**config.mk**
```make
export PLATFORM = sky130hd
export DESIGN_NAME = pc_fetch_flat
export DESIGN_NICKNAME = d
export VERILOG_FILES = /design/src/rtl/pc_fetch_if.sv /design/src/rtl/pc_fetch.sv /design/src/flat_wrapper.sv
export SDC_FILE = /design/constraint.sdc
export NUM_CORES = 1
export LEC_CHECK = 0
export CAP_MARGIN = 20
export CORE_UTILIZATION = 50
export DETAILED_ROUTE_END_ITERATION = 6
export PLACE_DENSITY = 0.91
export SYNTH_ARGS = -nofsm -noshare
export SYNTH_HDL_FRONTEND = slang
export SYNTH_SLANG_ARGS = --single-unit
```
**constraint.sdc**
```tcl
create_clock -name clk -period 2.63 [get_ports clk]
set_input_delay 0.526 -clock clk [delete_from_list [all_inputs] [get_ports clk]]
set_output_delay 0.526 -clock clk [all_outputs]
set_load 0.05 [all_outputs]
```
**src/rtl/pc_fetch_if.sv**
```systemverilog
// Instruction-memory request/response bus between the fetch stage and its memory.
interface pc_fetch_if;
  logic        imem_req;
  logic [31:0] imem_addr;
  logic        imem_gnt;
  logic        imem_rvalid;
  logic [31:0] imem_rdata;

  modport master (
    output imem_req,
    output imem_addr,
    input  imem_gnt,
    input  imem_rvalid,
    input  imem_rdata
  );

  modport slave (
    input  imem_req,
    input  imem_addr,
    output imem_gnt,
    output imem_rvalid,
    output imem_rdata
  );
endinterface

```
**src/rtl/pc_fetch.sv**
```systemverilog
// Instruction fetch stage: single-outstanding imem requests, redirect handling
// with response drop, and an output register backed by a one-entry skid buffer.
module pc_fetch #(
  parameter logic [31:0] RESET_PC = 32'h0000_0000
) (
  input  logic         clk,
  input  logic         rst_n,
  pc_fetch_if.master   imem,
  input  logic         redirect,
  input  logic [31:0]  redirect_pc,
  input  logic         stall,
  output logic         if_valid,
  output logic [31:0]  if_pc,
  output logic [31:0]  if_pc4,
  output logic [31:0]  if_inst
);

  localparam logic [31:0] START_PC = RESET_PC & ~32'h3;

  typedef enum logic [1:0] {FETCH, WAIT, DROP} state_t;

  state_t      state_reg, state_next;
  logic [31:0] fetch_pc_reg, fetch_pc_next;
  logic        run_reg;
  logic        out_valid_reg, out_valid_next;
  logic [31:0] out_pc_reg, out_pc_next;
  logic [31:0] out_pc4_reg, out_pc4_next;
  logic [31:0] out_inst_reg, out_inst_next;
  logic        skid_valid_reg, skid_valid_next;
  logic [31:0] skid_pc_reg, skid_pc_next;
  logic [31:0] skid_inst_reg, skid_inst_next;

  logic req, grant, resp;

  // run_reg keeps imem_req low until the first edge after reset release
  assign req            = run_reg && (state_reg == FETCH) && !skid_valid_reg;
  assign grant          = req && imem.imem_gnt;
  assign resp           = (state_reg == WAIT) && imem.imem_rvalid;
  assign imem.imem_req  = req;
  assign imem.imem_addr = fetch_pc_reg;
  assign if_valid       = out_valid_reg;
  assign if_pc          = out_pc_reg;
  assign if_pc4         = out_pc4_reg;
  assign if_inst        = out_inst_reg;

  always_comb begin
    state_next      = state_reg;
    fetch_pc_next   = fetch_pc_reg;
    out_valid_next  = out_valid_reg;
    out_pc_next     = out_pc_reg;
    out_pc4_next    = out_pc4_reg;
    out_inst_next   = out_inst_reg;
    skid_valid_next = skid_valid_reg;
    skid_pc_next    = skid_pc_reg;
    skid_inst_next  = skid_inst_reg;

    if (redirect) begin
      fetch_pc_next   = redirect_pc & ~32'h3;
      out_valid_next  = 1'b0;
      skid_valid_next = 1'b0;
      // A response landing in the redirect cycle is discarded here, so DROP
      // must not wait for another one that will never come.
      case (state_reg)
        FETCH:      state_next = grant ? DROP : FETCH;
        WAIT, DROP: state_next = imem.imem_rvalid ? FETCH : DROP;
        default:    state_next = FETCH;
      endcase
    end else begin
      case (state_reg)
        FETCH: begin
          if (grant) begin
            fetch_pc_next = fetch_pc_reg + 32'd4;
            state_next    = WAIT;
          end
        end
        WAIT, DROP: begin
          if (imem.imem_rvalid) state_next = FETCH;
        end
        default: state_next = FETCH;
      endcase

      if (!stall) begin
        if (skid_valid_reg) begin
          out_valid_next  = 1'b1;
          out_pc_next     = skid_pc_reg;
          out_pc4_next    = skid_pc_reg + 32'd4;
          out_inst_next   = skid_inst_reg;
          skid_valid_next = resp;
          if (resp) begin
            skid_pc_next   = fetch_pc_reg - 32'd4;
            skid_inst_next = imem.imem_rdata;
          end
        end else if (resp) begin
          out_valid_next = 1'b1;
          out_pc_next    = fetch_pc_reg - 32'd4;
          out_pc4_next   = fetch_pc_reg;
          out_inst_next  = imem.imem_rdata;
        end else begin
          out_valid_next = 1'b0;
        end
      end else if (resp) begin
        if (!out_valid_reg) begin
          out_valid_next = 1'b1;
          out_pc_next    = fetch_pc_reg - 32'd4;
          out_pc4_next   = fetch_pc_reg;
          out_inst_next  = imem.imem_rdata;
        end else begin
          skid_valid_next = 1'b1;
          skid_pc_next    = fetch_pc_reg - 32'd4;
          skid_inst_next  = imem.imem_rdata;
        end
      end
    end
  end

  // In WAIT, fetch_pc already points one word past the outstanding request.
  always_ff @(posedge clk or negedge rst_n) begin
    if (!rst_n) begin
      state_reg      <= FETCH;
      fetch_pc_reg   <= START_PC;
      run_reg        <= 1'b0;
      out_valid_reg  <= 1'b0;
      out_pc_reg     <= 32'h0;
      out_pc4_reg    <= 32'h0;
      out_inst_reg   <= 32'h0;
      skid_valid_reg <= 1'b0;
      skid_pc_reg    <= 32'h0;
      skid_inst_reg  <= 32'h0;
    end else begin
      state_reg      <= state_next;
      fetch_pc_reg   <= fetch_pc_next;
      run_reg        <= 1'b1;
      out_valid_reg  <= out_valid_next;
      out_pc_reg     <= out_pc_next;
      out_pc4_reg    <= out_pc4_next;
      out_inst_reg   <= out_inst_next;
      skid_valid_reg <= skid_valid_next;
      skid_pc_reg    <= skid_pc_next;
      skid_inst_reg  <= skid_inst_next;
    end
  end

endmodule
```
**src/flat_wrapper.sv**
```systemverilog
// flat-port wrapper written by rule: the top's interface ports become plain ports
module pc_fetch_flat 
#(
  parameter logic [31:0] RESET_PC = 32'h0000_0000
)
  (clk, rst_n, redirect, redirect_pc, stall, if_valid, if_pc, if_pc4, if_inst, imem_imem_req, imem_imem_addr, imem_imem_gnt, imem_imem_rvalid, imem_imem_rdata);
  pc_fetch_if imem_i ();
  input  logic clk;
  input  logic rst_n;
  input  logic redirect;
  input  logic [31:0] redirect_pc;
  input  logic stall;
  output logic if_valid;
  output logic [31:0] if_pc;
  output logic [31:0] if_pc4;
  output logic [31:0] if_inst;
  output wire logic [$bits(imem_i.imem_req)-1:0] imem_imem_req;
  output wire logic [$bits(imem_i.imem_addr)-1:0] imem_imem_addr;
  input wire logic [$bits(imem_i.imem_gnt)-1:0] imem_imem_gnt;
  input wire logic [$bits(imem_i.imem_rvalid)-1:0] imem_imem_rvalid;
  input wire logic [$bits(imem_i.imem_rdata)-1:0] imem_imem_rdata;
  assign imem_imem_req = imem_i.imem_req;
  assign imem_imem_addr = imem_i.imem_addr;
  assign imem_i.imem_gnt = imem_imem_gnt;
  assign imem_i.imem_rvalid = imem_imem_rvalid;
  assign imem_i.imem_rdata = imem_imem_rdata;
  pc_fetch #(.RESET_PC(RESET_PC)) u_core (.clk(clk), .rst_n(rst_n), .imem(imem_i), .redirect(redirect), .redirect_pc(redirect_pc), .stall(stall), .if_valid(if_valid), .if_pc(if_pc), .if_pc4(if_pc4), .if_inst(if_inst));
endmodule
```
==> impl_metrics.csv, run 1 <==
group,metric,value,unit
logic_synthesis,synthArstFlopShare,100,%
grt,grtUsageTotal,28.2,%
logic_synthesis,ys_seq_elements,189,
cts,cts_buffer_depth,2,
layout,synthToLayoutAreaGrowth,30.7,%
grt,grt_max_degree,70,
critical_path,r2r-start,"u_core.imem.imem_addr[2]$_DFFE_PN0N_",
logic_synthesis,avgSynthCellArea,9.27,um^2
cts,cts_tree,"yes",
cts,clk_pin_slew,0.08,ns
logic_synthesis,seq_area_frac_synth,50.3,%
logic_synthesis,synthFlopType,"dfrtp_1",
floorplanning,die_width,139,um
critical_path,worstPathMaxFanout,8,
critical_path,worst_path_dominant_cell_family,"buffers and inverters",
status,violations,"design-rule violations",
sta,fmax,400,MHz
floorplanning,coreArea,18200,um^2
detailed_routing,drc_errors,15,
pwr,power,12.4,mW
flow_run,max_cap_viol_count,0,
layout,antenna_cells,0,
logic_synthesis,synth_top_family_by_area,"simple AND/OR/NAND/NOR gates",
min_path,hold_class,"in2async",
detailed_routing,ant_nets,0,
cts,cts.htree.levels,4,
layout,drive_above_1_share,11.3,%
detailed_routing,drt-total-wl,26.3,mm
critical_path,crit_type,"reg2out",
logic_synthesis,synthXorXnorAreaFrac,7.82,%
detailed_routing,vias,8467,
critical_path,cp.required,2.10,ns
grt,grt_pass1_vias,8299,
grt,use_met2,45.6,%
grt,gr-total-overflow,0,
status,status,"finished, violations left",
floorplanning,io_pins,200,
floorplanning,die-area,19400,um^2
sta,period_minus_slack,2.50,ns
critical_path,endpoint_kind,"output port",
sta,maxSlewHeadroom,57.6,%
logic_synthesis,muxShareOfSynthArea,4.99,%
critical_path,slowest_stage,"clkdlybuf4s50_1",
sta,fin_crit_sh,95.1,%
critical_path,cp-start-kind,"register",
logic_synthesis,yosys.area_share.adder,0.798,%
sta,final-hold-violation-count,0,
logic_synthesis,synth_area,9410,um^2
floorplanning,die_h,139,um
detailed_routing,post_drt_wl_per_cell,18.4,um
critical_path,crit_buf_inv,2,
critical_path,crit_path_max_incr_delay,0.80,ns
critical_path,cp.arrival,1.97,ns
cts,ctsHoldBuffers,0,
cts,clk_latency,0.44,ns
pwr,total_leakage_power,5.24,nW
logic_synthesis,yosys-top-cells-area,"dfrtp_1 50%, nand2_1 6.4%, xor2_1 6.1%",
cts,cts_root_buffer,"clkbuf_16",
cts,cts_setup_buffers,0,
critical_path,worstPathCellList,"buf_4, clkdlybuf4s50_1",
grt,grt_pass1_wl,43.0,mm
detailed_routing,drt_iter0_markers,870,
logic_synthesis,ys_types,54,
placement,place_congestion,0.918,
sta,setup_viol,0,
grt,use_met3,7.67,%
layout,nNetsFinal,1267,
placement,dp_hpwl,18.2,mm
sta,worst_pin_slew,0.637,ns
sta,rsz0062_at_grt,"no",
logic_synthesis,synth_edf_count,0,
detailed_routing,dr.pass1.iters,7,
logic_synthesis,synth_cells,1015,
layout,final_cell_mix,"189 x dfrtp_1, 188 x clkdlybuf4s50_1, 160 x nand2_1",
critical_path,r2r_end,"u_core.if_pc[14]$_DFFE_PN0P_",
sta,skew,0.0150,ns
cts,numCtsBuffers,17,
logic_synthesis,synth-simple-area-share,19.4,%
critical_path,r2r_cells,7,
cts,numClockSinks,189,
detailed_routing,vias_per_cell,5.91,
floorplanning,row_count,49,
pwr,power_density,1010,nW/um^2
logic_synthesis,yosys_warnings,0,
floorplanning,start_util,51.7,%
critical_path,rrSetupSlack,0.27,ns
grt,met1_usage,35.9,%
placement,io_buffers,191,
grt,antenna_found_initial,1,
logic_synthesis,yosys.area.top_type,"dfrtp_1",
sta,final_max_slew_viol_count,0,
layout,mostFrequentLayoutCell,"dfrtp_1",
logic_synthesis,synth_compound_area_share,12.1,%
sta,tns,0,ns
logic_synthesis,synth_top_area_share,50.3,%
grt,busiest_layer,"met2",
pwr,ir_drop,906,uV
cell type report:
class	count	area (um^2)
Multi-Input combinational cell	734	4300
Timing Repair Buffer	237	2320
Fill cell	1284	5910
Sequential cell	189	4730
Clock inverter	15	196
Inverter	12	45.0
Tap cell	229	287
Clock buffer	17	425
power by group:
| group | leakage, nW | total (mW) | switching [mW] | internal, mW |
|---|---|---|---|---|
| Sequential | 2.44 | 4.23 | 0.576 | 3.66 |
| Combinational | 2.51 | 5.54 | 3.70 | 1.84 |
| Clock | 0.292 | 2.62 | 1.32 | 1.30 |
stage by stage:
stage | hold slack, ns | util [%] | area [um^2] | worst slack [ns] | instances
after floorplan | 0.230 | - | 9430 | 0.247 | 1020
after global placement | 0.456 | 64.1 | 11700 | 0.166 | 1401
after detailed placement | 0.472 | 64.1 | 11700 | 0.0705 | 1401
after CTS | 0.107 | 67.5 | 12300 | 0.139 | 1433
after global routing | 0.125 | 67.5 | 12300 | 0.0922 | 1433
final | 0.0991 | 67.5 | 12300 | 0.130 | 1433
cell usage after synthesis (3+ instances only):
master and instances:
o22ai_1 5, o211ai_1 7, a22oi_1 19, nor3b_1 5, nand2b_1 4, a211oi_1 3
a21oi_1 38, and3_1 3, xnor2_1 18, xor2_1 66, or4_1 3, nand2_1 160
buf_1 6, nor2_1 109, mux2_2 39, nor4_2 5, nand4b_1 4, clkbuf_1 60
and2_1 3, nor4_1 10, mux2i_1 3, ha_1 6, a31oi_1 33, o21ai_1 7
nand4_1 20, dfrtp_1 189, o21ai_0 77, nor3_1 19, buf_4 7, inv_1 12
buf_2 8, nand3_1 39
how the worst max path moves through the flow:
| stage | start | end | slack [ns] | depth (start not counted) |
|---|---|---|---|---|
| 2_1_floorplan | u_core.imem.imem_addr[2]$_DFFE_PN0N_ | u_core.if_pc[14]$_DFFE_PN0P_ | 0.25 | 7 |
| 3_3_place_gp | stall | u_core.if_pc4[24]$_DFFE_PN0P_ | 0.17 | 7 |
| 3_5_place_dp | stall | u_core.if_pc[31]$_DFFE_PN0P_ | 0.07 | 7 |
| 4_1_cts | u_core.imem.imem_addr[4]$_DFFE_PN0N_ | imem_imem_addr[4] | 0.14 | 2 |
| 5_1_grt | u_core.imem.imem_addr[4]$_DFFE_PN0N_ | imem_imem_addr[4] | 0.09 | 2 |
| 6_report | u_core.imem.imem_addr[4]$_DFFE_PN0N_ | imem_imem_addr[4] | 0.13 | 2 |
metal layers:
metal  share of wire (%)  routed length (um)
met5               0.049                  13
met4                 3.2                 847
met3                 9.2                2410
met2                  48               12700
met1                  39               10300
logic make-up after synthesis:
| kind of cell | Yosys count |
|---|---|
| AO/OA/AOI/OAI | 198 |
| XOR/XNOR | 84 |
| adder cells (fa/ha/maj) | 6 |
| buffers and inverters | 97 |
| flip-flops | 189 |
| multiplexers | 42 |
| other | 2 |
| AND/OR/NAND/NOR | 397 |
timing repair:
action	CTS	global route
resized for setup	1	1
setup endpoints to repair	1	7
pin swaps	0	0
hold endpoints to repair	0	0
No activity file was read; power rests on OpenSTA's default activity.
==> run 2, diff against run 1 <==
GPL_TIMING_DRIVEN = 1   (was not set)
==> results of run 2 <==
Same layout as run 1: the final DEF is identical, and so are final timing and power.
==> run 3, diff against run 2 <==
CAP_MARGIN = 0   (was 20)
PLACE_DENSITY = 0.79   (was 0.91)
==> run 3 against run 2 <==
Against the previous run:
- the run still ends with design-rule violations left
- clock-buffer cell count did not move
- register-to-register slack got worse by 0.11 ns
- design area barely moved
- global-route usage fell by 0.49 points
- clock skew fell by 0.0025 ns
- fmax rose by 1.0%
- die area did not move
- first-iteration DRC count fell by 13%
- non-clock buffer count rose by 5
- sequential power barely moved
- critical path depth fell by 1
- clock power barely moved
- critical endpoint unchanged
==> impl_metrics.csv, run 3 (same netlist as run 1, synthesis figures left out) <==
group,metric,value,unit
status,status,"finished, violations left",
status,violations,"design-rule violations",
critical_path,slowest_stage,"clkdlybuf4s50_1",
detailed_routing,dr.pass1.iters,7,
floorplanning,die_width,139,um
critical_path,cp.required,2.10,ns
sta,maxSlewHeadroom,58.5,%
detailed_routing,drt_iter0_markers,754,
detailed_routing,drc_errors,13,
sta,setup_viol,0,
pwr,power_density,1010,nW/um^2
layout,nNetsFinal,1272,
layout,antenna_cells,0,
pwr,ir_drop,762,uV
sta,final_max_slew_viol_count,0,
floorplanning,coreArea,18200,um^2
detailed_routing,ant_nets,0,
critical_path,crit_buf_inv,1,
sta,rsz0062_at_grt,"no",
layout,drive_above_1_share,11.7,%
floorplanning,row_count,49,
placement,place_congestion,0.862,
critical_path,worstPathCellList,"clkdlybuf4s50_1",
sta,period_minus_slack,2.47,ns
min_path,hold_class,"in2async",
critical_path,crit_type,"reg2out",
sta,tns,0,ns
cts,clk_pin_slew,0.08,ns
cts,cts_root_buffer,"clkbuf_16",
layout,mostFrequentLayoutCell,"dfrtp_1",
layout,synthToLayoutAreaGrowth,30.8,%
grt,grt_pass1_vias,8102,
cts,cts_tree,"yes",
grt,antenna_found_initial,0,
detailed_routing,vias,8310,
grt,grt_max_degree,73,
critical_path,r2r-start,"u_core.imem.imem_addr[2]$_DFFE_PN0N_",
cts,cts_buffer_depth,2,
sta,final-hold-violation-count,0,
sta,fmax,404,MHz
critical_path,crit_path_max_incr_delay,0.89,ns
flow_run,max_cap_viol_count,0,
cts,numCtsBuffers,17,
critical_path,cp.arrival,1.95,ns
pwr,power,12.4,mW
critical_path,worstPathMaxFanout,12,
critical_path,endpoint_kind,"output port",
layout,final_cell_mix,"189 x dfrtp_1, 188 x clkdlybuf4s50_1, 160 x nand2_1",
detailed_routing,vias_per_cell,5.78,
critical_path,worst_path_dominant_cell_family,"buffers and inverters",
pwr,total_leakage_power,5.26,nW
floorplanning,die_h,139,um
floorplanning,io_pins,200,
cts,numClockSinks,189,
critical_path,cp-start-kind,"register",
cts,cts.htree.levels,4,
sta,fin_crit_sh,94.1,%
cts,cts_setup_buffers,0,
detailed_routing,post_drt_wl_per_cell,18.2,um
floorplanning,die-area,19400,um^2
floorplanning,start_util,51.7,%
cts,clk_latency,0.43,ns
grt,gr-total-overflow,0,
sta,worst_pin_slew,0.621,ns
placement,dp_hpwl,17.9,mm
grt,grtUsageTotal,27.8,%
placement,io_buffers,191,
sta,skew,0.0125,ns
layout,fillCellCount,1416,
critical_path,startpoint,"u_core.imem.imem_addr[4]$_DFFE_PN0N_",
grt,grt_pass1_wl,42.3,mm
detailed_routing,drt-total-wl,26.1,mm
[run 3: cell count changes in the layout (fill, tap and decap cells not counted), sizes merged]
cell	before	now
clkinv	8	1
inv	17	24
buf	47	52
bufinv	0	1
clkinvlp	2	1
[run 3: through the flow]
stage / util, % / setup WS, ns / hold slack (ns) / instance area [um^2] / cells
floorplan: - / 0.247 / 0.230 / 9430 / 1020
global placement: 64.3 / 0.104 / 0.458 / 11700 / 1406
detailed placement: 64.3 / 0.0426 / 0.466 / 11700 / 1406
CTS: 67.5 / 0.147 / 0.123 / 12300 / 1438
global route: 67.6 / 0.0621 / 0.148 / 12300 / 1438
finish: 67.6 / 0.155 / 0.105 / 12300 / 1438
[run 3: final cells by class]
class                           instances  area (um^2)  share of cell area [%]
Clock buffer                           17          425                    3.46
Clock inverter                         15          163                    1.32
Inverter                               12         45.0                   0.366
Multi-Input combinational cell        734         4300                    34.9
Sequential cell                       189         4730                    38.4
Tap cell                              229          287                    2.33
Timing Repair Buffer                  242         2350                    19.1
[run 3: path summary, 6_finish.rpt]
path                                                         to  slack [ns]  cells past startpoint
hold reg to reg                     u_core.if_pc[5]$_DFFE_PN0P_        0.48                      2
hold / removal                     u_core.if_pc4[6]$_DFFE_PN0P_        0.11                      1
min in group clk                    u_core.if_pc[5]$_DFFE_PN0P_        0.48                      2
setup reg to reg                   u_core.if_pc[14]$_DFFE_PN0P_        0.16                      7
setup / recovery                              imem_imem_addr[4]        0.16                      1
max in group asynchronous  u_core.skid_inst_reg[27]$_DFFE_PN0P_        1.76                      2
[run 3: worst reg2reg max path, cell delays in order (launching register included)]
cell and delay, ns:
dfrtp_1 0.38, inv_1 0.17, ha_1 0.27, or4b_2 0.65, nor3_1 0.35, nand2_1 0.14, xor2_1 0.21, o221ai_1 0.16
[run 3: timing repair]
| item | CTS | global route |
|---|---|---|
| setup endpoints to repair | 1 | 1 |
| hold buffers | 0 | 0 |
| gates cloned | 0 | 0 |
| endpoints found under the hold margin | 0 | 0 |
| resized for setup | 1 | 1 |
[run 3: per-layer routing]
metal,vias up,share of wire [%],GRT usage [%],wire [um]
met5,-,0,0,0
met4,0,2.6,10.0,687
met3,50,7.1,5.18,1840
met2,362,49,45.1,12700
met1,4066,42,37.2,10900
li1,3832,-,-,-
[run 3: power breakdown]
group,total [mW],internal [mW],switching [mW]
combinational,5.50,1.84,3.66
clock,2.63,1.36,1.27
sequential,4.23,3.66,0.577
total,12.4,6.86,5.51
==> variant, RTL diff (flow settings as in run 3) <==
Encoding of `state_t`: now one-hot (3 bits for 3 states).
--- a/src/rtl/pc_fetch.sv
+++ b/src/rtl/pc_fetch.sv
@@ -17,7 +17,7 @@
 
   localparam logic [31:0] START_PC = RESET_PC & ~32'h3;
 
-  typedef enum logic [1:0] {FETCH, WAIT, DROP} state_t;
+  typedef enum logic [2:0] {FETCH = 3'b001, WAIT = 3'b010, DROP = 3'b100} state_t;
 
   state_t      state_reg, state_next;
   logic [31:0] fetch_pc_reg, fetch_pc_next;
Behaviour: same outputs for any inputs over 4 cycles, from zero or initial values and one cycle with rst_n low; so few cycles prove little.
==> variant against run 3 <==
- area after synthesis is 2.3% higher
- cell area increased by 2.3%
- sequential cell count is 1 higher
- via count increased by 4.1%
- first-iteration DRC count is 9.9% lower
- register-to-register slack better by 0.05 ns
- wire length grew 1.8%
- power is 24% lower
- setup slack worse by 0.017 ns
- critical endpoint is now imem_imem_addr[7]
- highest routed layer unchanged
==> variant: results (changes against run 3) <==
INFO  metric final.setup_skew = 0.009454 ns (-0.003008 ns)
INFO  metric worstReg2RegEnd = u_core.if_pc[25]$_DFFE_PN0P_
INFO  metric critPathLaunch = u_core.imem.imem_addr[7]$_DFFE_PN0P_
INFO  metric ff2ff_setup_slack = 0.21 ns (+0.05 ns)
INFO  metric ys_seq_area_share = 49.40% (-0.87 points)
INFO  metric synth_cell_types = 58 (+7.4%)
INFO  metric post_route_cells_drive_above_1_share = 8.185% (-3.5 points)
INFO  metric post_drt_wl_per_cell = 17.38 µm (-4.3%)
INFO  metric worst-endpoint-arrival = 1.97 ns (+0.02 ns)
INFO  metric worst_path_largest_cell_delay = 0.81 ns (-0.08 ns)
INFO  metric leakage_power_of_the_design = 5.414 nW (+3.0%)
INFO  metric count_of_routing_violations_after_the_opening_detailed_route_iteration = 679 (-9.9%)
INFO  metric timing.critical_path.to = imem_imem_addr[7]
INFO  metric grt_first_pass_wirelength = 42.87 mm (+1.3%)
INFO  metric pin_count_of_the_biggest_net_entering_global_routing = 83 (+14%)
INFO  metric status = finished, final reports clean
INFO  metric timing_worst_slew_pin_value = 0.6888 ns (+0.06803 ns)
INFO  metric top_cell_types_by_occurrence_after_synthesis = 309 x sky130_fd_sc_hd__nand2_1, 189 x sky130_fd_sc_hd__dfrtp_1, 81 x sky130_fd_sc_hd__nor2_1
INFO  metric max-vdd-ir-drop = 496.7 µV (-35%)
INFO  metric track_usage = 27.42% (-0.33 points)
INFO  metric detailed_place_hpwl = 18.18 mm (+1.8%)
INFO  metric synth.area.top_cells = sky130_fd_sc_hd__dfrtp_1 49%, sky130_fd_sc_hd__nand2_1 12%, sky130_fd_sc_hd__o21ai_0 3.8%
INFO  metric route.final.wire_length = 26.58 mm (+1.8%)
INFO  metric place.detailed.instances = 1498 (+6.5%)
INFO  metric worstRegToRegCells = 5 (-2)
INFO  metric power.switching = 3.357 mW (-39%)
INFO  metric gp_routability_congestion = 0.8715 (+1.1%)
INFO  metric regToRegStartpoint = u_core.imem.imem_addr[14]$_DFFE_PN0P_
INFO  metric first_global_vias = 8300 (+2.4%)
## variant: cell types whose count changed in the layout (fill, tap and decap cells not counted), moves of 6 or more
cell and delta:
sky130_fd_sc_hd__mux2i_1 +7, sky130_fd_sc_hd__a22oi_1 -13, sky130_fd_sc_hd__xor2_1 -24, sky130_fd_sc_hd__nand2_1 +149, sky130_fd_sc_hd__o221ai_1 +7, sky130_fd_sc_hd__mux2_2 -33
sky130_fd_sc_hd__o21ai_1 +6, sky130_fd_sc_hd__nor3_1 +6, sky130_fd_sc_hd__inv_8 -6, sky130_fd_sc_hd__xnor2_1 +19, sky130_fd_sc_hd__a21oi_1 -15, sky130_fd_sc_hd__buf_4 -9
sky130_fd_sc_hd__nor2_1 -27
## variant: power by group through the flow
stage / Sequential (mW) / Clock [mW] / Combinational (mW)
after floorplan: 4.80 / 0 / 0.623
after global placement: 3.62 / 0 / 2.91
after detailed placement: 3.63 / 0 / 2.95
after CTS: 3.57 / 2.90 / 2.96
after global routing: 3.62 / 3.01 / 3.10
final: 3.58 / 2.85 / 2.94
## variant: stage by stage
step           hold slack (ns)  worst slack [ns]  total power [mW]  instance area [µm²]  utilization [%]
4_1_cts                 0.1366           0.01911             9.432                12590            67.06
3_3_place_gp            0.4574            0.1795             6.523                11940            63.60
5_1_grt                 0.1484           0.04747             9.721                12590            67.07
3_5_place_dp            0.4617           0.08825             6.573                11940            63.60
2_1_floorplan           0.2304            0.1666             5.418                 9646                -
6_report                0.1087            0.1385             9.365                12590            67.07
## variant: layer usage
| layer | part of all wire [%] | vias up | track usage [%] |
|---|---|---|---|
| met5 | 0 | - | 0 |
| met4 | 1.6 | 0 | 7.838 |
| met1 | 44 | 4083 | 38.51 |
| li1 | - | 4103 | - |
| met2 | 46 | 424 | 43.55 |
| met3 | 7.9 | 40 | 5.061 |
## variant: what timing repair did
action                                  CTS  global route
endpoints found under the hold margin     0             0
endpoints found under the setup margin    0             1
gates resized for setup                   0             1
## variant: cell families after synthesis
kind of cell               synth area share (%)
and+or+nand+nor                           25.45
DFF                                       49.40
AOI/OAI and AO/OA                         11.22
buffers and inverters                     4.536
xor gates and xnor gates                  7.187
muxes                                     1.742
adders and majority gates                0.3900
other                                   0.07801
## variant: worst reg2reg max path: cells and delay by family, from the launching register on
kind	cells	cell delay [ns]
AO/OA/AOI/OAI	1	0.13
XOR/XNOR	1	0.24
flip-flops	1	0.54
AND/OR/NAND/NOR	3	1.37
## variant: cell type report
| type | count | area [µm²] |
|---|---|---|
| clock buffer | 19 | 442.9 |
| clock inverter | 12 | 206.4 |
| fill | 1505 | 6180 |
| inverter | 10 | 37.54 |
| multi-input combinational | 827 | 4482 |
| sequential | 190 | 4756 |
| tap | 234 | 292.8 |
| timing repair buffer | 237 | 2371 |
